<file path="src/rtl/seq_mag_compare_pkg.sv">
// Shared types and sizing helpers for the sequential magnitude comparator.
// The optional early-exit build is selected with SEQ_MAG_COMPARE_EARLY_EXIT_EN.
package seq_mag_compare_pkg;

    typedef enum logic [1:0] {
        S_IDLE = 2'd0,
        S_SCAN = 2'd1,
        S_DONE = 2'd2
    } state_e;

    // Plain constants of the state encoding for the FSM register.
    localparam logic [1:0] ST_IDLE = S_IDLE;
    localparam logic [1:0] ST_SCAN = S_SCAN;
    localparam logic [1:0] ST_DONE = S_DONE;

    typedef enum logic [1:0] {
        RES_EQ = 2'b00,
        RES_GT = 2'b01,
        RES_LT = 2'b10
    } res_e;

    function automatic int calc_chunks(input int width, input int digit);
        int n;
        if (digit > 0) begin
            n = width / digit;
        end else begin
            n = 1;
        end
        return n;
    endfunction

    function automatic int calc_idx_w(input int width, input int digit);
        int n;
        int w;
        n = calc_chunks(width, digit);
        if (n > 1) begin
            w = $clog2(n);
        end else begin
            w = 1;
        end
        return w;
    endfunction

    // Expands a result code into the {eq, ne, gt, lt} flag vector.
    function automatic logic [3:0] res_flags(input res_e r);
        logic [3:0] f;
        case (r)
            RES_EQ:  f = 4'b1000;
            RES_GT:  f = 4'b0110;
            RES_LT:  f = 4'b0101;
            default: f = 4'b0000;
        endcase
        return f;
    endfunction

endpackage

</file>
<file path="src/rtl/seq_mag_compare_digit_cmp.sv">
// Combinational unsigned compare of one DIGIT-bit chunk pair.
module digit_cmp #(
    parameter int DIGIT = 2
) (
    input  logic [DIGIT-1:0] chunk_a_i,
    input  logic [DIGIT-1:0] chunk_b_i,
    output logic             chunk_gt_o,
    output logic             chunk_lt_o
);

    // Relational result of the chunk; both low when the chunks match.
    always_comb begin
        chunk_gt_o = 1'b0;
        chunk_lt_o = 1'b0;
        if (chunk_a_i > chunk_b_i) begin
            chunk_gt_o = 1'b1;
        end else if (chunk_a_i < chunk_b_i) begin
            chunk_lt_o = 1'b1;
        end else begin
            chunk_gt_o = 1'b0;
            chunk_lt_o = 1'b0;
        end
    end

endmodule

</file>
<file path="src/rtl/seq_mag_compare.sv">
// Sequential MSB-first magnitude comparator, DIGIT bits per clock, signed-capable.
// Define SEQ_MAG_COMPARE_EARLY_EXIT_EN to stop scanning at the first differing chunk.
module seq_mag_compare
    import seq_mag_compare_pkg::*;
#(
    parameter int WIDTH = 8,
    parameter int DIGIT = 2
) (
    input  logic             clk,
    input  logic             rst,
    input  logic             start,
    input  logic [WIDTH-1:0] a,
    input  logic [WIDTH-1:0] b,
    input  logic             is_signed,
    output logic             busy,
    output logic             done,
    output logic             eq,
    output logic             ne,
    output logic             gt,
    output logic             lt
);

    localparam int N     = calc_chunks(WIDTH, DIGIT);
    localparam int IDX_W = calc_idx_w(WIDTH, DIGIT);
    localparam logic [IDX_W-1:0] IDX_LAST = IDX_W'(N - 1);
    localparam logic [IDX_W-1:0] IDX_ONE  = IDX_W'(1);
    localparam logic [IDX_W-1:0] IDX_ZERO = IDX_W'(0);
    // Flipping the sign bit maps two's complement onto offset binary.
    localparam logic [WIDTH-1:0] MSB_MASK = WIDTH'(1) << (WIDTH - 1);

`ifdef SEQ_MAG_COMPARE_EARLY_EXIT_EN
    localparam logic EARLY_EXIT = 1'b1;
`else
    localparam logic EARLY_EXIT = 1'b0;
`endif

    if (WIDTH < 1 || DIGIT < 1 || (WIDTH % DIGIT) != 0) begin : g_bad_cfg
        $error("seq_mag_compare: WIDTH must be a positive multiple of DIGIT");
    end

    logic [1:0]       state_q, state_d;
    logic [WIDTH-1:0] a_q, a_d;
    logic [WIDTH-1:0] b_q, b_d;
    logic [IDX_W-1:0] idx_q, idx_d;
    logic             gt_acc_q, gt_acc_d;
    logic             lt_acc_q, lt_acc_d;
    logic             busy_q, busy_d;
    logic             done_q, done_d;
    logic [3:0]       flags_q, flags_d;

    logic [DIGIT-1:0] chunk_a_s;
    logic [DIGIT-1:0] chunk_b_s;
    logic             chunk_gt_s;
    logic             chunk_lt_s;
    logic             rec_gt_s;
    logic             rec_lt_s;
    logic             scan_exit_s;
    res_e             res_s;

    // Selects the chunk pair addressed by the scan index.
    always_comb begin
        chunk_a_s = {DIGIT{1'b0}};
        chunk_b_s = {DIGIT{1'b0}};
        for (int i = 0; i < N; i++) begin
            if (IDX_W'(i) == idx_q) begin
                chunk_a_s = a_q[i*DIGIT +: DIGIT];
                chunk_b_s = b_q[i*DIGIT +: DIGIT];
            end else begin
                chunk_a_s = chunk_a_s;
                chunk_b_s = chunk_b_s;
            end
        end
    end

    digit_cmp #(
        .DIGIT (DIGIT)
    ) u_digit_cmp (
        .chunk_a_i  (chunk_a_s),
        .chunk_b_i  (chunk_b_s),
        .chunk_gt_o (chunk_gt_s),
        .chunk_lt_o (chunk_lt_s)
    );

    // The first recorded difference wins; lower chunks cannot override it.
    always_comb begin
        rec_gt_s    = gt_acc_q | (~(gt_acc_q | lt_acc_q) & chunk_gt_s);
        rec_lt_s    = lt_acc_q | (~(gt_acc_q | lt_acc_q) & chunk_lt_s);
        scan_exit_s = (idx_q == IDX_ZERO) | (EARLY_EXIT & (chunk_gt_s | chunk_lt_s));
        if (rec_gt_s) begin
            res_s = RES_GT;
        end else if (rec_lt_s) begin
            res_s = RES_LT;
        end else begin
            res_s = RES_EQ;
        end
    end

    // Next-state logic for the IDLE/SCAN/DONE sequencer and its registered outputs.
    always_comb begin
        state_d  = state_q;
        a_d      = a_q;
        b_d      = b_q;
        idx_d    = idx_q;
        gt_acc_d = gt_acc_q;
        lt_acc_d = lt_acc_q;
        busy_d   = 1'b0;
        done_d   = 1'b0;
        flags_d  = flags_q;
        case (state_q)
            ST_IDLE, ST_DONE: begin
                if (start) begin
                    a_d      = a ^ (is_signed ? MSB_MASK : {WIDTH{1'b0}});
                    b_d      = b ^ (is_signed ? MSB_MASK : {WIDTH{1'b0}});
                    idx_d    = IDX_LAST;
                    gt_acc_d = 1'b0;
                    lt_acc_d = 1'b0;
                    state_d  = ST_SCAN;
                    busy_d   = 1'b1;
                end else begin
                    state_d  = ST_IDLE;
                    busy_d   = 1'b0;
                end
            end
            ST_SCAN: begin
                gt_acc_d = rec_gt_s;
                lt_acc_d = rec_lt_s;
                if (scan_exit_s) begin
                    state_d = ST_DONE;
                    done_d  = 1'b1;
                    busy_d  = 1'b0;
                    flags_d = res_flags(res_s);
                end else begin
                    idx_d   = idx_q - IDX_ONE;
                    busy_d  = 1'b1;
                end
            end
            default: begin
                state_d  = ST_IDLE;
                idx_d    = IDX_ZERO;
                gt_acc_d = 1'b0;
                lt_acc_d = 1'b0;
            end
        endcase
    end

    // State and output registers with synchronous reset.
    always_ff @(posedge clk) begin
        if (rst) begin
            state_q  <= ST_IDLE;
            a_q      <= {WIDTH{1'b0}};
            b_q      <= {WIDTH{1'b0}};
            idx_q    <= IDX_ZERO;
            gt_acc_q <= 1'b0;
            lt_acc_q <= 1'b0;
            busy_q   <= 1'b0;
            done_q   <= 1'b0;
            flags_q  <= 4'b0000;
        end else begin
            state_q  <= state_d;
            a_q      <= a_d;
            b_q      <= b_d;
            idx_q    <= idx_d;
            gt_acc_q <= gt_acc_d;
            lt_acc_q <= lt_acc_d;
            busy_q   <= busy_d;
            done_q   <= done_d;
            flags_q  <= flags_d;
        end
    end

    assign busy = busy_q;
    assign done = done_q;
    assign eq   = flags_q[3];
    assign ne   = flags_q[2];
    assign gt   = flags_q[1];
    assign lt   = flags_q[0];

endmodule
</file>
<file path="config.mk">
export PLATFORM = sky130hd
export DESIGN_NAME = seq_mag_compare
export DESIGN_NICKNAME = d
export VERILOG_FILES = /design/src/rtl/seq_mag_compare_pkg.sv /design/src/rtl/seq_mag_compare_digit_cmp.sv /design/src/rtl/seq_mag_compare.sv
export SDC_FILE = /design/constraint.sdc
export NUM_CORES = 1
export LEC_CHECK = 0
export CORE_MARGIN = 2
export CORE_UTILIZATION = 40
export CTS_CLUSTER_SIZE = 25
export DETAILED_ROUTE_END_ITERATION = 10
export PLACE_DENSITY_LB_ADDON = 0.3
export SYNTH_ARGS = -nofsm -noshare
export SYNTH_HDL_FRONTEND = slang
export SYNTH_HIERARCHICAL = 1
export SYNTH_SLANG_ARGS = --single-unit
</file>
<file path="constraint.sdc">
create_clock -name clk -period 2.6 [get_ports clk]
set_input_delay 0.78 -clock clk [delete_from_list [all_inputs] [get_ports clk]]
set_output_delay 0.78 -clock clk [all_outputs]
set_load 0.1 [all_outputs]
</file>
**After elaboration in Yosys (flattened, before gate mapping)**

Cells that the tools add are included.

- Input bits: 20
- Output and inout port bits: 6
- Register bits: 28
- Word-level logic and storage cells: 67

- Eq/ne operators: 10
- Muxes and demuxes: 28
- Order comparisons: 2
- Bitwise gates (word level): 9
- Reduce and logical (&&, ||, !) cells: 8
- Add/subtract/negate cells: 1

Operators by type and width:

| kind | count |
|---|---|
| 2-bit two-way mux | 13 |
| 8-bit bitwise XOR | 2 |
| 4-bit case mux with 3 select lines | 1 |
| 1-bit two-way mux | 8 |
| 8-bit two-way mux | 1 |
| 2-bit case mux with 2 select lines | 2 |
| 2-bit logical NOT | 3 |
| 2-bit != test, second input constant | 3 |
| 1-bit case mux with 2 select lines | 3 |
| 2-bit AND reduction | 3 |
| 2-bit by 1-bit == test with 1-bit output, second input constant | 2 |
| 2-bit == test, first input constant | 2 |
| 2-bit == test, second input constant | 2 |
| 2-bit OR reduction | 2 |
| 1-bit bitwise OR | 3 |
| 1-bit bitwise AND | 2 |
| 1-bit by 2-bit == test with 1-bit output, first input constant | 1 |
| 2-bit greater-than comparator | 1 |
| 2-bit less-than comparator | 1 |
| 1-bit inverter | 2 |
| 2-bit by 1-bit subtractor with 2-bit output, second input constant | 1 |

**Logic depth before layout (Yosys ltp)**

Gate-level depths: netlist of the first run.

- Depth in word-level cells: 14
- Mapped depth: 12
- Mapped depth without buffers: 12

**By module**

Netlist of the first run, hierarchy kept.

Modules (own cells, without submodules):

| module | area each (um^2) | cells an instance | times used | sequential area each (um^2) |
|---|---|---|---|---|
| seq_mag_compare | 1237.4 | 147 | 1 | 560.5 |
| digit_cmp | 65.1 | 7 | 1 | 0.0 |

**Least setup slack after synthesis of the first run**

No wires, ideal clock.

- Path type: register to register
- Start: register idx_q[1]
- End: register flags_q[3]
- Library setup time: 0.070 ns
- Required time: 2.530 ns
- Cell stages (with the launch flop): 13
- Buffers on the path: 0
- Setup slack: 0.298 ns
- Arrival: 2.231 ns
- Period minus slack after synthesis: 2.302 ns
- Cells stage by stage: dfxtp_1 -> inv_1 -> ha_1 -> nor2b_1 -> a221oi_1 -> o31ai_1 -> inv_1 -> ha_1 -> nor2b_4 -> a2bb2oi_2 -> nor4_1 -> nand2_1 -> a21oi_1

- Elaborated cells on any way between the ends: 28
- Classes of those cells: 2 x order compare; 5 x eq/ne; 14 x mux; 4 x bitwise; 3 x reduce/logical

RTL lines:

| item | line | RTL |
|---|---|---|
| start: declaration | seq_mag_compare.sv:44 | `logic [IDX_W-1:0] idx_q, idx_d;` |
| start signal: assignment | seq_mag_compare.sv:162 | `idx_q <= idx_d;` |
| 2-bit logical NOT | seq_mag_compare.sv:65 | `if (IDX_W'(i) == idx_q) begin` |
| 2-bit two-way mux (3 in series) | seq_mag_compare.sv:65 |  |
| 2-bit two-way mux * | seq_mag_compare.sv:65 |  |
| named net chunk_b_s[1] | seq_mag_compare.sv:52 | `logic [DIGIT-1:0] chunk_b_s;` |
| 2-bit greater-than comparator * | seq_mag_compare_digit_cmp.sv:15 | `if (chunk_a_i > chunk_b_i) begin` |
| 1-bit two-way mux * | seq_mag_compare_digit_cmp.sv:15 |  |
| named net chunk_gt_s | seq_mag_compare.sv:53 | `logic chunk_gt_s;` |
| 1-bit bitwise AND * | seq_mag_compare.sv:86 | `rec_gt_s = gt_acc_q \| (~(gt_acc_q \| lt_acc_q) & chunk_gt_s);` |
| 1-bit bitwise OR * | seq_mag_compare.sv:86 |  |
| 2-bit two-way mux * | seq_mag_compare.sv:89 | `if (rec_gt_s) begin` |
| 2-bit == test (tied with other cells) | seq_mag_compare_pkg.sv:47 | `case (r)` |
| 4-bit case mux with 3 select lines * | seq_mag_compare_pkg.sv:47 |  |
| end signal: assignment | seq_mag_compare.sv:167 | `flags_q <= flags_d;` |
| end: declaration | seq_mag_compare.sv:49 | `logic [3:0] flags_q, flags_d;` |

Mark *: on every way through the listed nets, which the timed path passes. The rest lies on a longest branch.
A chain may end at the register's enable or synchronous reset.

**Worst setup path in the final report of the first run**

- Start: register idx_q[1]
- End: register flags_q[1]

Same word-level chain as after synthesis.

==> flow_summary.json, run 1 <==
{
  "outcome": "complete, no violations",
  "nets": 208,
  "worstRegToRegCells": 12,
  "initial_core_util": 0.423,
  "cts.sinks": 28,
  "syn_inst": 154,
  "hold_path_end": "a_q[0]",
  "drive_gt1_frac": 0.128,
  "htreeDepth": 1,
  "yosysWarnings": 6,
  "clockBufferDepth": 2,
  "first_global_vias": 1021,
  "portBuffers": 25,
  "syn_area_um2": 1300,
  "antennaDiodeCount": 0,
  "cp_data_required_time_ns": 2.86,
  "r2r_start": "idx_q[1]",
  "hold_class": "reg -> reg",
  "grt_max_degree": 20,
  "routed_wl_um": 2720,
  "synth_edf_count": 0,
  "grt_usage": 0.157,
  "ys_top_cells_by_area": "dfxtp_1 43%, nand2_1 10%, a21oi_1 7.7%",
  "yosys.area.top_type": "dfxtp_1",
  "cts_buffers": 3,
  "fill_cells": 292,
  "yosysMostFrequentCell": "nand2_1",
  "avgRoutedWirePerCell_um": 12.1,
  "holdWs_ns": 0.475,
  "setup_tns_ns": 0,
  "syn_area_per_cell_um2": 8.46,
  "final_cells": 224,
  "maxSlewViolCount": 0,
  "worst_pin_slew_ns": 0.570,
  "post-route-min-period_ns": 2.48,
  "syn-num-nets": 181,
  "fmax_ghz": 0.403,
  "min_from": "a_q[0]",
  "grt_pass1_wl_um": 4310,
  "critPathArrivalTime_ns": 2.74,
  "async_reset_ff_frac": 0,
  "syn2layout_area_growth_pct": 26.3,
  "skew_ns": 0.00968,
  "die-width_um": 61.1,
  "clkTransAtPathRegs_ns": 0.15,
  "cts_tree": "built",
  "place.gp.congestion": 0.784,
  "drv_cap": 0,
  "synth.distinct_cells": 30,
  "clk_latency_ns": 0.33,
  "leakage_nw": 0.656,
  "dr.first_iter.drc_count": 12,
  "crit_fanout": 5,
  "core_um2": 3080,
  "firstDrtPassIters": 4,
  "power_density_nw_per_um2": 678,
  "synthFlopType": "dfxtp_1",
  "worstHoldPathCells": 2,
  "crit_path_start_kind": "register",
  "post-route-period-util": 0.954,
  "synth-seq-area-share": 0.430,
  "drc_errors": 0,
  "cp-end-kind": "register",
  "dp_cells": 219,
  "vias": 1127,
  "path_class": "reg -> reg",
  "setup_viol": 0,
  "timing.slew.headroom": 0.619,
  "synth_seq_cells": 28,
  "vias_per_cell": 5.03,
  "rsz0062_at_grt": "true",
  "rrSetupSlack_ns": 0.12,
  "p_total_mw": 1.12,
  "drt.antenna.violating_nets": 0,
  "overflow": 0,
  "synth_top_area_frac": 0.430,
  "final_hold_viol_count": 0,
  "die_area_um2": 3730,
  "rows": 20,
  "path_cells": "inv_1 > ha_1 > nor2b_2 > a221oi_1 > o31ai_1 > inv_1 > ha_1 > nor2b_4 > a2bb2oi_2 > nor2b_2 > nor3_1 > nor3_1",
  "hpwl_um": 2100,
  "vdd_drop_max_mv": 0.330,
  "cts-root-buf": "clkbuf_4",
  "ioPinCount": 26,
  "r2r_end": "flags_q[1]",
  "synth_common_cells": "35 x nand2_1, 28 x dfxtp_1, 20 x a21oi_1, 12 x nor2_1",
  "antenna_found_initial": 0,
  "cp_slowest_stage_delay_ns": 0.38,
  "cp_slowest_cell": "dfxtp_1",
  "die_height_um": 61.1,
  "hold_buffers": 0
}
==> placed cells by master, fill, tap and decap left out, types with 4 or more instances in the layout <==
cell / Yosys / layout
a21oi_1: 20 / 20
nor2_1: 12 / 12
nand2_1: 35 / 35
buf_4: 2 / 10
inv_1: 6 / 6
ha_1: 7 / 7
clkdlybuf4s50_1: 0 / 19
a221oi_1: 5 / 5
o31ai_1: 4 / 4
dfxtp_1: 28 / 27
nor2b_1: 7 / 5
==> sequential cells by signal, summed over array words and instances (netlist names) <==
signal,flops
a_q,8
b_q,8
busy,1
done,1
flags_q,4
gt_acc_q,1
idx_q,2
lt_acc_q,1
state_q,2
==> critical path: cells and delay by family, from the launching register on <==
family	cells	cell delay [ns]
buffers and inverters	2	0.17
adder cells (fa/ha/maj)	2	0.55
AND/OR/NAND/NOR	5	0.78
AO/OA/AOI/OAI	3	0.53
flip-flops	1	0.38
==> metal layers <==
metal	share of wire	global-route usage	up-vias	wire [um]
met4	0.013	0.0559	0	35
met5	0	0	-	0
met2	0.52	0.281	20	1430
li1	-	-	577	-
met3	0.042	0.0315	5	113
met1	0.42	0.184	525	1150
==> repair_timing <==
item | CTS | global route
setup buffers | 0 | 1
gates resized for setup | 0 | 4
setup endpoints to repair | 0 | 5
==> how the worst max path moves through the flow <==
stage | from | endpoint | slack, ns
after floorplan | idx_q[1] | flags_q[3] | 0.30
after global placement | idx_q[1] | flags_q[3] | 0.18
after detailed placement | idx_q[1] | flags_q[3] | 0.07
after CTS | idx_q[1] | flags_q[3] | 0.02
after global routing | idx_q[1] | flags_q[1] | -0.05
final | idx_q[1] | flags_q[1] | 0.12
==> stage by stage <==
| stage | utilization | setup WS (ns) | instance area, um2 |
|---|---|---|---|
| 2_1_floorplan | - | 0.298 | 1300 |
| 3_3_place_gp | 0.511 | 0.175 | 1570 |
| 3_5_place_dp | 0.511 | 0.0709 | 1570 |
| 4_1_cts | 0.528 | 0.0194 | 1630 |
| 5_1_grt | 0.535 | -0.0457 | 1650 |
| 6_report | 0.535 | 0.121 | 1650 |
==> cell type report <==
| class | count | area [um2] | share of cell area |
|---|---|---|---|
| Sequential cell | 28 | 562 | 0.341 |
| Timing Repair Buffer | 29 | 265 | 0.161 |
| Clock buffer | 3 | 22.5 | 0.0137 |
| Tap cell | 44 | 55.1 | 0.0335 |
| Clock inverter | 1 | 30.0 | 0.0183 |
| Inverter | 6 | 22.5 | 0.0137 |
| Multi-Input combinational cell | 113 | 688 | 0.418 |
==> cells by family after synthesis <==
group	count (synthesis)	synth area share
and+or+nand+nor	65	0.232
adders and majority gates	7	0.0672
buffers and inverters	13	0.0499
xor gates and xnor gates	2	0.0135
AOI/OAI and AO/OA	39	0.207
DFF	28	0.430
==> report_power, final <==
group	total [mW]	switching [mW]	internal, mW	leakage [nW]
clock network	0.286	0.130	0.156	0.0279
registers	0.489	0.0260	0.463	0.230
logic	0.340	0.195	0.146	0.398
total	1.12	0.350	0.765	0.656
Note: power is estimated with default switching activity, not from simulation.
==> inputs of run 2 (changes only) <==
CTS_CLUSTER_SIZE = 12   (was 25)
==> results of run 2 <==
Final layout, timing and power as in run 1 (identical DEF).
